$ cat src/rtl/virtio_available_ring_request_generator_pkg.sv
// Types shared by the virtio available ring request generator and the
// available ring monitor downstream of it.
package virtio_available_ring_pkg;

   // Request kinds carried on tid between the ring engines.
   typedef enum logic [1:0] {
      REQUEST_NONE       = 2'd0,
      REQUEST_READ_RING  = 2'd1,
      REQUEST_READ_DESC  = 2'd2,
      REQUEST_WRITE_USED = 2'd3
   } request_type_t;

   // One ring read: starting slot and number of consecutive indexes.
   typedef struct packed {
      logic [15:0] offset;
      logic [15:0] length;
   } request_t;

   // Generator FSM states.
   typedef enum logic [1:0] {
      IDLE  = 2'd0,
      CHECK = 2'd1,
      ISSUE = 2'd2
   } generator_state_t;

   localparam int REQUEST_TYPE_W = $bits(request_type_t);
   localparam int REQUEST_W      = $bits(request_t);

   // Largest request starting at 'slot' that neither crosses the ring end
   // nor a max_idx-aligned boundary, and never exceeds what is pending.
   // max_idx must be a power of 2.
   function automatic logic [15:0] chunk_len(input logic [15:0] pending,
                                             input logic [15:0] slot,
                                             input logic [15:0] queue_size,
                                             input logic [15:0] max_idx);
      logic [15:0] align_room;
      logic [15:0] ring_room;
      logic [15:0] len;
      align_room = max_idx - (slot & (max_idx - 16'd1));
      ring_room  = queue_size - slot;
      len        = pending;
      if (align_room < len) len = align_room;
      if (ring_room < len)  len = ring_room;
      return len;
   endfunction

endpackage

$ cat src/rtl/virtio_available_ring_request_generator_if.sv
// AXI4-Stream style link used for both the avail->idx input and the
// request output of the generator.
//
// Handshake: a beat transfers on a rising clock edge where tvalid and
// tready are both high. Once tvalid is raised, tvalid, tdata, tlast and
// tid hold steady until that transfer; tready may change freely.
interface virtio_available_ring_request_generator_if #(
   parameter int DATA_W = 16,
   parameter int ID_W   = 2
);
   logic              tvalid;
   logic              tready;
   logic [DATA_W-1:0] tdata;
   logic              tlast;
   logic [ID_W-1:0]   tid;

   modport master (output tvalid, output tdata, output tlast, output tid, input tready);
   modport slave  (input tvalid, input tdata, input tlast, input tid, output tready);
endinterface

$ cat src/rtl/virtio_available_ring_request_generator.sv
// Turns new avail->idx values for one virtqueue into REQUEST_READ_RING
// requests, each aligned and wrap-free and at most MAX_DESCRIPTOR_INDEXES
// long, for the available ring monitor downstream.
module virtio_available_ring_request_generator
   import virtio_available_ring_pkg::*;
#(
   parameter int MAX_DESCRIPTOR_INDEXES = 4
) (
   input  logic                                              aclk,
   input  logic                                              areset,
   input  logic                                              enable,
   input  logic                                              clear,
   input  logic [15:0]                                       queue_size,
   virtio_available_ring_request_generator_if.slave          rx,
   virtio_available_ring_request_generator_if.master         tx,
   output logic                                              error,
   output generator_state_t                                  o_dbg_state,
   output logic [15:0]                                       o_dbg_last_idx,
   output logic [15:0]                                       o_dbg_target_idx
);

   if (MAX_DESCRIPTOR_INDEXES < 1 || MAX_DESCRIPTOR_INDEXES > 32768 ||
       (MAX_DESCRIPTOR_INDEXES & (MAX_DESCRIPTOR_INDEXES - 1)) != 0) begin : g_drc_max
      $error("MAX_DESCRIPTOR_INDEXES must be a power of 2 in 1..32768");
   end

   localparam logic [15:0] MAX_IDX = 16'(MAX_DESCRIPTOR_INDEXES);

   generator_state_t r_state;
   generator_state_t w_state_nxt;

   logic [15:0] r_last_idx;
   logic [15:0] r_target_idx;
   logic        r_clear_pend;
   logic        r_tx_valid;
   request_t    r_tx_data;
   logic        r_tx_last;
   logic        r_rx_ready;
   logic        r_error;

   logic [15:0] w_last_nxt;
   logic [15:0] w_target_nxt;
   logic        w_clear_pend_nxt;
   logic        w_tx_valid_nxt;
   request_t    w_tx_data_nxt;
   logic        w_tx_last_nxt;
   logic        w_error_nxt;

   logic        w_rx_hs;
   logic        w_tx_hs;
   logic        w_clear_now;
   logic [15:0] w_base;
   logic [15:0] w_pending;
   logic [15:0] w_slot;
   logic [15:0] w_chunk;
   logic        w_invalid;

   assign w_rx_hs     = rx.tvalid & r_rx_ready;
   assign w_tx_hs     = r_tx_valid & tx.tready;
   // A clear seen during a burst waits for the in-flight beat to transfer.
   assign w_clear_now = clear | r_clear_pend;

   // In ISSUE the next chunk starts after the beat being handed over, so
   // the chunk math runs from the advanced index in that state.
   assign w_base    = (r_state == ISSUE) ? (r_last_idx + r_tx_data.length) : r_last_idx;
   assign w_pending = r_target_idx - w_base;
   assign w_slot    = w_base & (queue_size - 16'd1);
   assign w_chunk   = chunk_len(w_pending, w_slot, queue_size, MAX_IDX);
   assign w_invalid = (w_pending > queue_size);

   // State register.
   always_ff @(posedge aclk or posedge areset) begin
      if (areset) r_state <= IDLE;
      else        r_state <= w_state_nxt;
   end

   // Next-state selection.
   always_comb begin
      w_state_nxt = r_state;
      case (r_state)
         IDLE: begin
            // Level test on enable also covers enable bouncing mid-burst.
            if (clear)                                w_state_nxt = IDLE;
            else if (w_rx_hs)                         w_state_nxt = CHECK;
            else if (enable && (w_pending != 16'd0))  w_state_nxt = CHECK;
         end
         CHECK: begin
            if (clear || w_invalid || (w_pending == 16'd0) || !enable) w_state_nxt = IDLE;
            else                                                       w_state_nxt = ISSUE;
         end
         ISSUE: begin
            if (w_tx_hs && (r_tx_last || !enable || w_clear_now)) w_state_nxt = IDLE;
         end
         default: w_state_nxt = IDLE;
      endcase
   end

   // Next values for index tracking, the request beat and the error pulse.
   always_comb begin
      w_last_nxt       = r_last_idx;
      w_target_nxt     = r_target_idx;
      w_clear_pend_nxt = r_clear_pend;
      w_tx_valid_nxt   = r_tx_valid;
      w_tx_data_nxt    = r_tx_data;
      w_tx_last_nxt    = r_tx_last;
      w_error_nxt      = 1'b0;
      case (r_state)
         IDLE: begin
            if (clear) begin
               w_last_nxt   = 16'd0;
               w_target_nxt = 16'd0;
            end else if (w_rx_hs) begin
               w_target_nxt = rx.tdata[15:0];
            end
         end
         CHECK: begin
            if (clear) begin
               w_last_nxt   = 16'd0;
               w_target_nxt = 16'd0;
            end else if (w_invalid) begin
               // The driver claimed more entries than the ring holds: drop it.
               w_error_nxt  = 1'b1;
               w_target_nxt = r_last_idx;
            end else if (enable && (w_pending != 16'd0)) begin
               w_tx_valid_nxt       = 1'b1;
               w_tx_data_nxt.offset = w_slot;
               w_tx_data_nxt.length = w_chunk;
               w_tx_last_nxt        = (w_chunk == w_pending);
            end
         end
         ISSUE: begin
            if (clear) w_clear_pend_nxt = 1'b1;
            if (w_tx_hs) begin
               w_last_nxt = w_base;
               if (w_clear_now) begin
                  w_last_nxt       = 16'd0;
                  w_target_nxt     = 16'd0;
                  w_clear_pend_nxt = 1'b0;
                  w_tx_valid_nxt   = 1'b0;
               end else if (r_tx_last || !enable) begin
                  w_tx_valid_nxt = 1'b0;
               end else begin
                  w_tx_data_nxt.offset = w_slot;
                  w_tx_data_nxt.length = w_chunk;
                  w_tx_last_nxt        = (w_chunk == w_pending);
               end
            end
         end
         default: ;
      endcase
   end

   // Datapath and registered handshake/error outputs.
   always_ff @(posedge aclk or posedge areset) begin
      if (areset) begin
         r_last_idx   <= 16'd0;
         r_target_idx <= 16'd0;
         r_clear_pend <= 1'b0;
         r_tx_valid   <= 1'b0;
         r_tx_data    <= '0;
         r_tx_last    <= 1'b0;
         r_rx_ready   <= 1'b1;
         r_error      <= 1'b0;
      end else begin
         r_last_idx   <= w_last_nxt;
         r_target_idx <= w_target_nxt;
         r_clear_pend <= w_clear_pend_nxt;
         r_tx_valid   <= w_tx_valid_nxt;
         r_tx_data    <= w_tx_data_nxt;
         r_tx_last    <= w_tx_last_nxt;
         r_rx_ready   <= (w_state_nxt == IDLE);
         r_error      <= w_error_nxt;
      end
   end

   assign rx.tready        = r_rx_ready;
   assign tx.tvalid        = r_tx_valid;
   assign tx.tdata         = r_tx_data;
   assign tx.tlast         = r_tx_last;
   assign tx.tid           = REQUEST_READ_RING;
   assign error            = r_error;
   assign o_dbg_state      = r_state;
   assign o_dbg_last_idx   = r_last_idx;
   assign o_dbg_target_idx = r_target_idx;

endmodule

$ cat src/flat_wrapper.sv
// flat-port wrapper written by rule: the top's interface ports become plain ports
module virtio_available_ring_request_generator_flat import virtio_available_ring_pkg::*;
#(
   parameter int MAX_DESCRIPTOR_INDEXES = 4
)
  (aclk, areset, enable, clear, queue_size, error, o_dbg_state, o_dbg_last_idx, o_dbg_target_idx, rx_tvalid, rx_tdata, rx_tlast, rx_tid, rx_tready, tx_tvalid, tx_tdata, tx_tlast, tx_tid, tx_tready);
  virtio_available_ring_request_generator_if #(.DATA_W(16), .ID_W(REQUEST_TYPE_W)) rx_i ();
  virtio_available_ring_request_generator_if #(.DATA_W(REQUEST_W), .ID_W(REQUEST_TYPE_W)) tx_i ();
  input  logic aclk;
  input  logic areset;
  input  logic enable;
  input  logic clear;
  input  logic [15:0] queue_size;
  output logic error;
  output generator_state_t o_dbg_state;
  output logic [15:0] o_dbg_last_idx;
  output logic [15:0] o_dbg_target_idx;
  input wire logic [$bits(rx_i.tvalid)-1:0] rx_tvalid;
  input wire logic [$bits(rx_i.tdata)-1:0] rx_tdata;
  input wire logic [$bits(rx_i.tlast)-1:0] rx_tlast;
  input wire logic [$bits(rx_i.tid)-1:0] rx_tid;
  output wire logic [$bits(rx_i.tready)-1:0] rx_tready;
  output wire logic [$bits(tx_i.tvalid)-1:0] tx_tvalid;
  output wire logic [$bits(tx_i.tdata)-1:0] tx_tdata;
  output wire logic [$bits(tx_i.tlast)-1:0] tx_tlast;
  output wire logic [$bits(tx_i.tid)-1:0] tx_tid;
  input wire logic [$bits(tx_i.tready)-1:0] tx_tready;
  assign rx_i.tvalid = rx_tvalid;
  assign rx_i.tdata = rx_tdata;
  assign rx_i.tlast = rx_tlast;
  assign rx_i.tid = rx_tid;
  assign rx_tready = rx_i.tready;
  assign tx_tvalid = tx_i.tvalid;
  assign tx_tdata = tx_i.tdata;
  assign tx_tlast = tx_i.tlast;
  assign tx_tid = tx_i.tid;
  assign tx_i.tready = tx_tready;
  virtio_available_ring_request_generator #(.MAX_DESCRIPTOR_INDEXES(MAX_DESCRIPTOR_INDEXES)) u_core (.aclk(aclk), .areset(areset), .enable(enable), .clear(clear), .queue_size(queue_size), .rx(rx_i), .tx(tx_i), .error(error), .o_dbg_state(o_dbg_state), .o_dbg_last_idx(o_dbg_last_idx), .o_dbg_target_idx(o_dbg_target_idx));
endmodule
$ cat config.mk
export PLATFORM = sky130hd
export DESIGN_NAME = virtio_available_ring_request_generator_flat
export DESIGN_NICKNAME = d
export VERILOG_FILES = /design/src/rtl/virtio_available_ring_request_generator_pkg.sv /design/src/rtl/virtio_available_ring_request_generator_if.sv /design/src/rtl/virtio_available_ring_request_generator.sv /design/src/flat_wrapper.sv
export SDC_FILE = /design/constraint.sdc
export NUM_CORES = 1
export LEC_CHECK = 0
export CORE_MARGIN = 1.5
export CORE_UTILIZATION = 50
export DETAILED_ROUTE_END_ITERATION = 8
export PLACE_DENSITY_LB_ADDON = 0.08
export SLEW_MARGIN = 0
export SYNTH_ARGS = -nofsm -noshare
export SYNTH_HDL_FRONTEND = slang
export SYNTH_SLANG_ARGS = --single-unit
$ cat constraint.sdc
create_clock -name aclk -period 8.58 [get_ports aclk]
set_clock_uncertainty 0.2 [all_clocks]
set_input_delay 2.145 -clock aclk [delete_from_list [all_inputs] [get_ports aclk]]
set_output_delay 2.145 -clock aclk [all_outputs]
set_load 0.1 [all_outputs]
==> impl_metrics.json <==
{
  "status": "finished, final reports clean",
  "synth_edf_count": 0,
  "path_buf_inv": 4,
  "drt-initial-drc-count": 611,
  "seq_area_frac_synth": 0.2249,
  "syn_area_mm2": 0.007904,
  "layout_common_cells": "clkdlybuf4s50_1, nand2_1, ha_1",
  "tritoncts": "done",
  "hold_viol": 0,
  "period_minus_slack_ns": 8.073,
  "setup_slack_ns": 0.5075,
  "cp_top_family": "simple AND/OR/NAND/NOR gates",
  "num_vias": 7992,
  "final_common_cell": "clkdlybuf4s50_1",
  "fin_crit_sh": 0.9409,
  "totalWireLength_um": 25450,
  "gp_congestion": 0.9909,
  "h-tree-depth": 3,
  "power_density_mw_per_mm2": 352.0,
  "critPathMaxFanout": 5,
  "cts_max_path_buffers": 2,
  "yosysTopAreaCell": "dfrtp_1",
  "dr.pass1.iters": 5,
  "path_clk_slew_ns": 0.06,
  "fin_nets": 1231,
  "die_x_um": 128.7,
  "port_buffers": 107,
  "gr-usage-all-layers": 0.3119,
  "synth_cell_types": 96,
  "ys.flop_type": "dfrtp_1",
  "root_buffer": "clkbuf_16",
  "cpMostUsedCell": "ha_1",
  "crit_type": "input pin to flop",
  "post-place-cells": 1316,
  "grt_max_degree": 72,
  "ant_nets": 0,
  "drv_cap": 0,
  "detailedPlace.worstSlack_ns": 0.01997,
  "end_kind": "flop",
  "final-setup-viol-count": 0,
  "post-route-drc-count": 0,
  "viasPerCell": 6.005,
  "antenna_found_initial": 0,
  "fill_cells": 1426,
  "ys_async_sr_fraction": 1.000,
  "drive_above_1_share": 0.1214,
  "ir_drop_mv": 0.2623,
  "p_leak_nw": 4.349,
  "finalMaxSlewViolations": 0,
  "numCtsBuffers": 9,
  "critPathMaxStageDelay_ns": 0.56,
  "dp_hpwl_um": 20420,
  "ys_ff_latch": 71,
  "clk-insertion-delay-late_ns": 0.34,
  "rows": 45,
  "place_area_mm2": 0.009508,
  "crit_arrival_ns": 8.13,
  "cp_data_required_time_ns": 8.63,
  "crit_slowest_cell": "or4_1",
  "wl_per_cell_um": 19.12,
  "fin_cells": 1331,
  "ctsHoldBuffers": 0,
  "tightest_slew_ns": 1.030,
  "start_util": 0.5161,
  "clkSinkCount": 71,
  "ys_warn_count": 0,
  "grt-ovfl-total": 0,
  "die_y_um": 128.7,
  "synth.area.top_cells": "dfrtp_1, ha_1, xnor2_1",
  "netlist_instances": 976,
  "design_area_mm2": 0.009836,
  "io_pins": 113,
  "core_mm2": 0.01531,
  "startpoint_type": "input pin",
  "n_antenna_cell": 0,
  "slew_headroom": 0.3113,
  "dieArea_mm2": 0.01657,
  "avgSynthCellArea_um2": 8.098,
  "syn2layout_area_growth_pct": 24.44,
  "hold_class": "flop to flop",
  "grt_pass1_wl_um": 39390,
  "synth_top_area_frac": 0.2216,
  "total_power_w": 0.003463,
  "max_freq_mhz": 123.9,
  "first_global_vias": 7140
}
Yosys cell counts, types with 4 or more instances:
master and number:
nor3_1 24, a31oi_1 11, clkbuf_1 28, a22o_1 11, a211oi_1 7, nand4_1 11
mux2i_1 15, o221ai_1 6, o31ai_1 25, or3_1 10, xor2_1 10, o31a_1 4
o21ai_1 6, mux2_2 21, dfrtp_1 70, buf_2 7, nand3b_1 8, nand3_1 40
nor3b_1 4, nor2_1 63, o211ai_1 6, nand2b_1 33, and2_1 7, inv_1 56
a21boi_0 4, a31o_2 4, and3_1 12, buf_4 5, xnor2_1 40, nand2_1 92
o21a_1 14, or2_2 8, o22ai_1 4, a21oi_1 58, ha_1 72, or4_1 5
o21ai_0 50, nor2b_1 6, o2111ai_1 5, a21o_1 25
routing by layer:
layer,up-vias,GRT usage,part of all wire
met1,3829,0.4674,0.47
met5,-,0,0
met3,34,0.04948,0.076
met4,0,0.08724,0.021
met2,274,0.4624,0.43
li1,3855,-,-
stage by stage:
step           hold WS (ns)  TNS [ns]  utilization
6_report             0.2819         0       0.6422
5_1_grt              0.3258  -0.01570       0.6422
4_1_cts              0.2801         0       0.6412
3_5_place_dp         0.2665         0       0.6208
3_3_place_gp         0.2670         0       0.6208
2_1_floorplan        0.3128         0            -
power by group:
group | total [W] | internal (W) | switching, W
Clock | 0.000405 | 0.000252 | 0.000153
Sequential | 0.000488 | 0.000413 | 0.0000757
Combinational | 0.00257 | 0.000918 | 0.00165
layout make-up:
class	instances	area (µm²)	share of cell area
sequential	71	1778	0.1808
timing repair buffer	159	1474	0.1499
clock inverter	6	86.33	0.008778
inverter	61	229.0	0.02328
tap	211	264.0	0.02684
clock buffer	9	225.2	0.02290
multi-input combinational	814	5779	0.5876
sequential cells by signal, summed over array words and instances (netlist names):
name	flops
u_core.o_dbg_target_idx	16
u_core.o_dbg_last_idx	16
u_core.o_dbg_state	2
u_core.r_clear_pend	1
u_core.tx.tvalid	1
u_core.tx.tlast	1
u_core.tx.tdata	32
u_core.rx.tready	1
u_core.error	1
worst min-delay path, cell delays in order, from the launching register on:
cell and delay, ns:
dfrtp_1 0.35, nand2_1 0.05, o31ai_1 0.05
what timing repair did:
item                       in CTS  in global routing
resized for setup               0                  5
setup endpoints to repair       0                  1
buffers inserted                0                  0
cell families (layout without fill, tap and decap cells):
kind of cell / Yosys count / count (layout) / share of synthesized area
multiplexers: 38 / 38 / 0.05208
XOR/XNOR: 54 / 54 / 0.06633
AND/OR/NAND/NOR: 344 / 344 / 0.2259
flip-flops: 71 / 71 / 0.2249
adder cells (fa/ha/maj): 74 / 74 / 0.1190
other: 2 / 15 / 0.0009502
AO/OA/AOI/OAI: 289 / 289 / 0.2569
buffers and inverters: 104 / 235 / 0.05382
final timing paths:
| check | startpoint | end | slack [ns] | cells after the start |
|---|---|---|---|---|
| max | queue_size[0] | u_core.tx.tlast | 0.51 | 27 |
| min | u_core.tx.tdata[18] | u_core.tx.tdata[18] | 0.28 | 2 |
| max reg2reg | u_core.tx.tdata[0] | u_core.tx.tlast | 0.54 | 31 |
| min reg2reg | u_core.tx.tdata[18] | u_core.tx.tdata[18] | 0.28 | 2 |
| max in group asynchronous | areset | u_core.o_dbg_target_idx[6] | 5.33 | 3 |
| min in group asynchronous | areset | u_core.o_dbg_last_idx[13] | 2.21 | 3 |
Note: power is estimated with default switching activity, not from simulation.
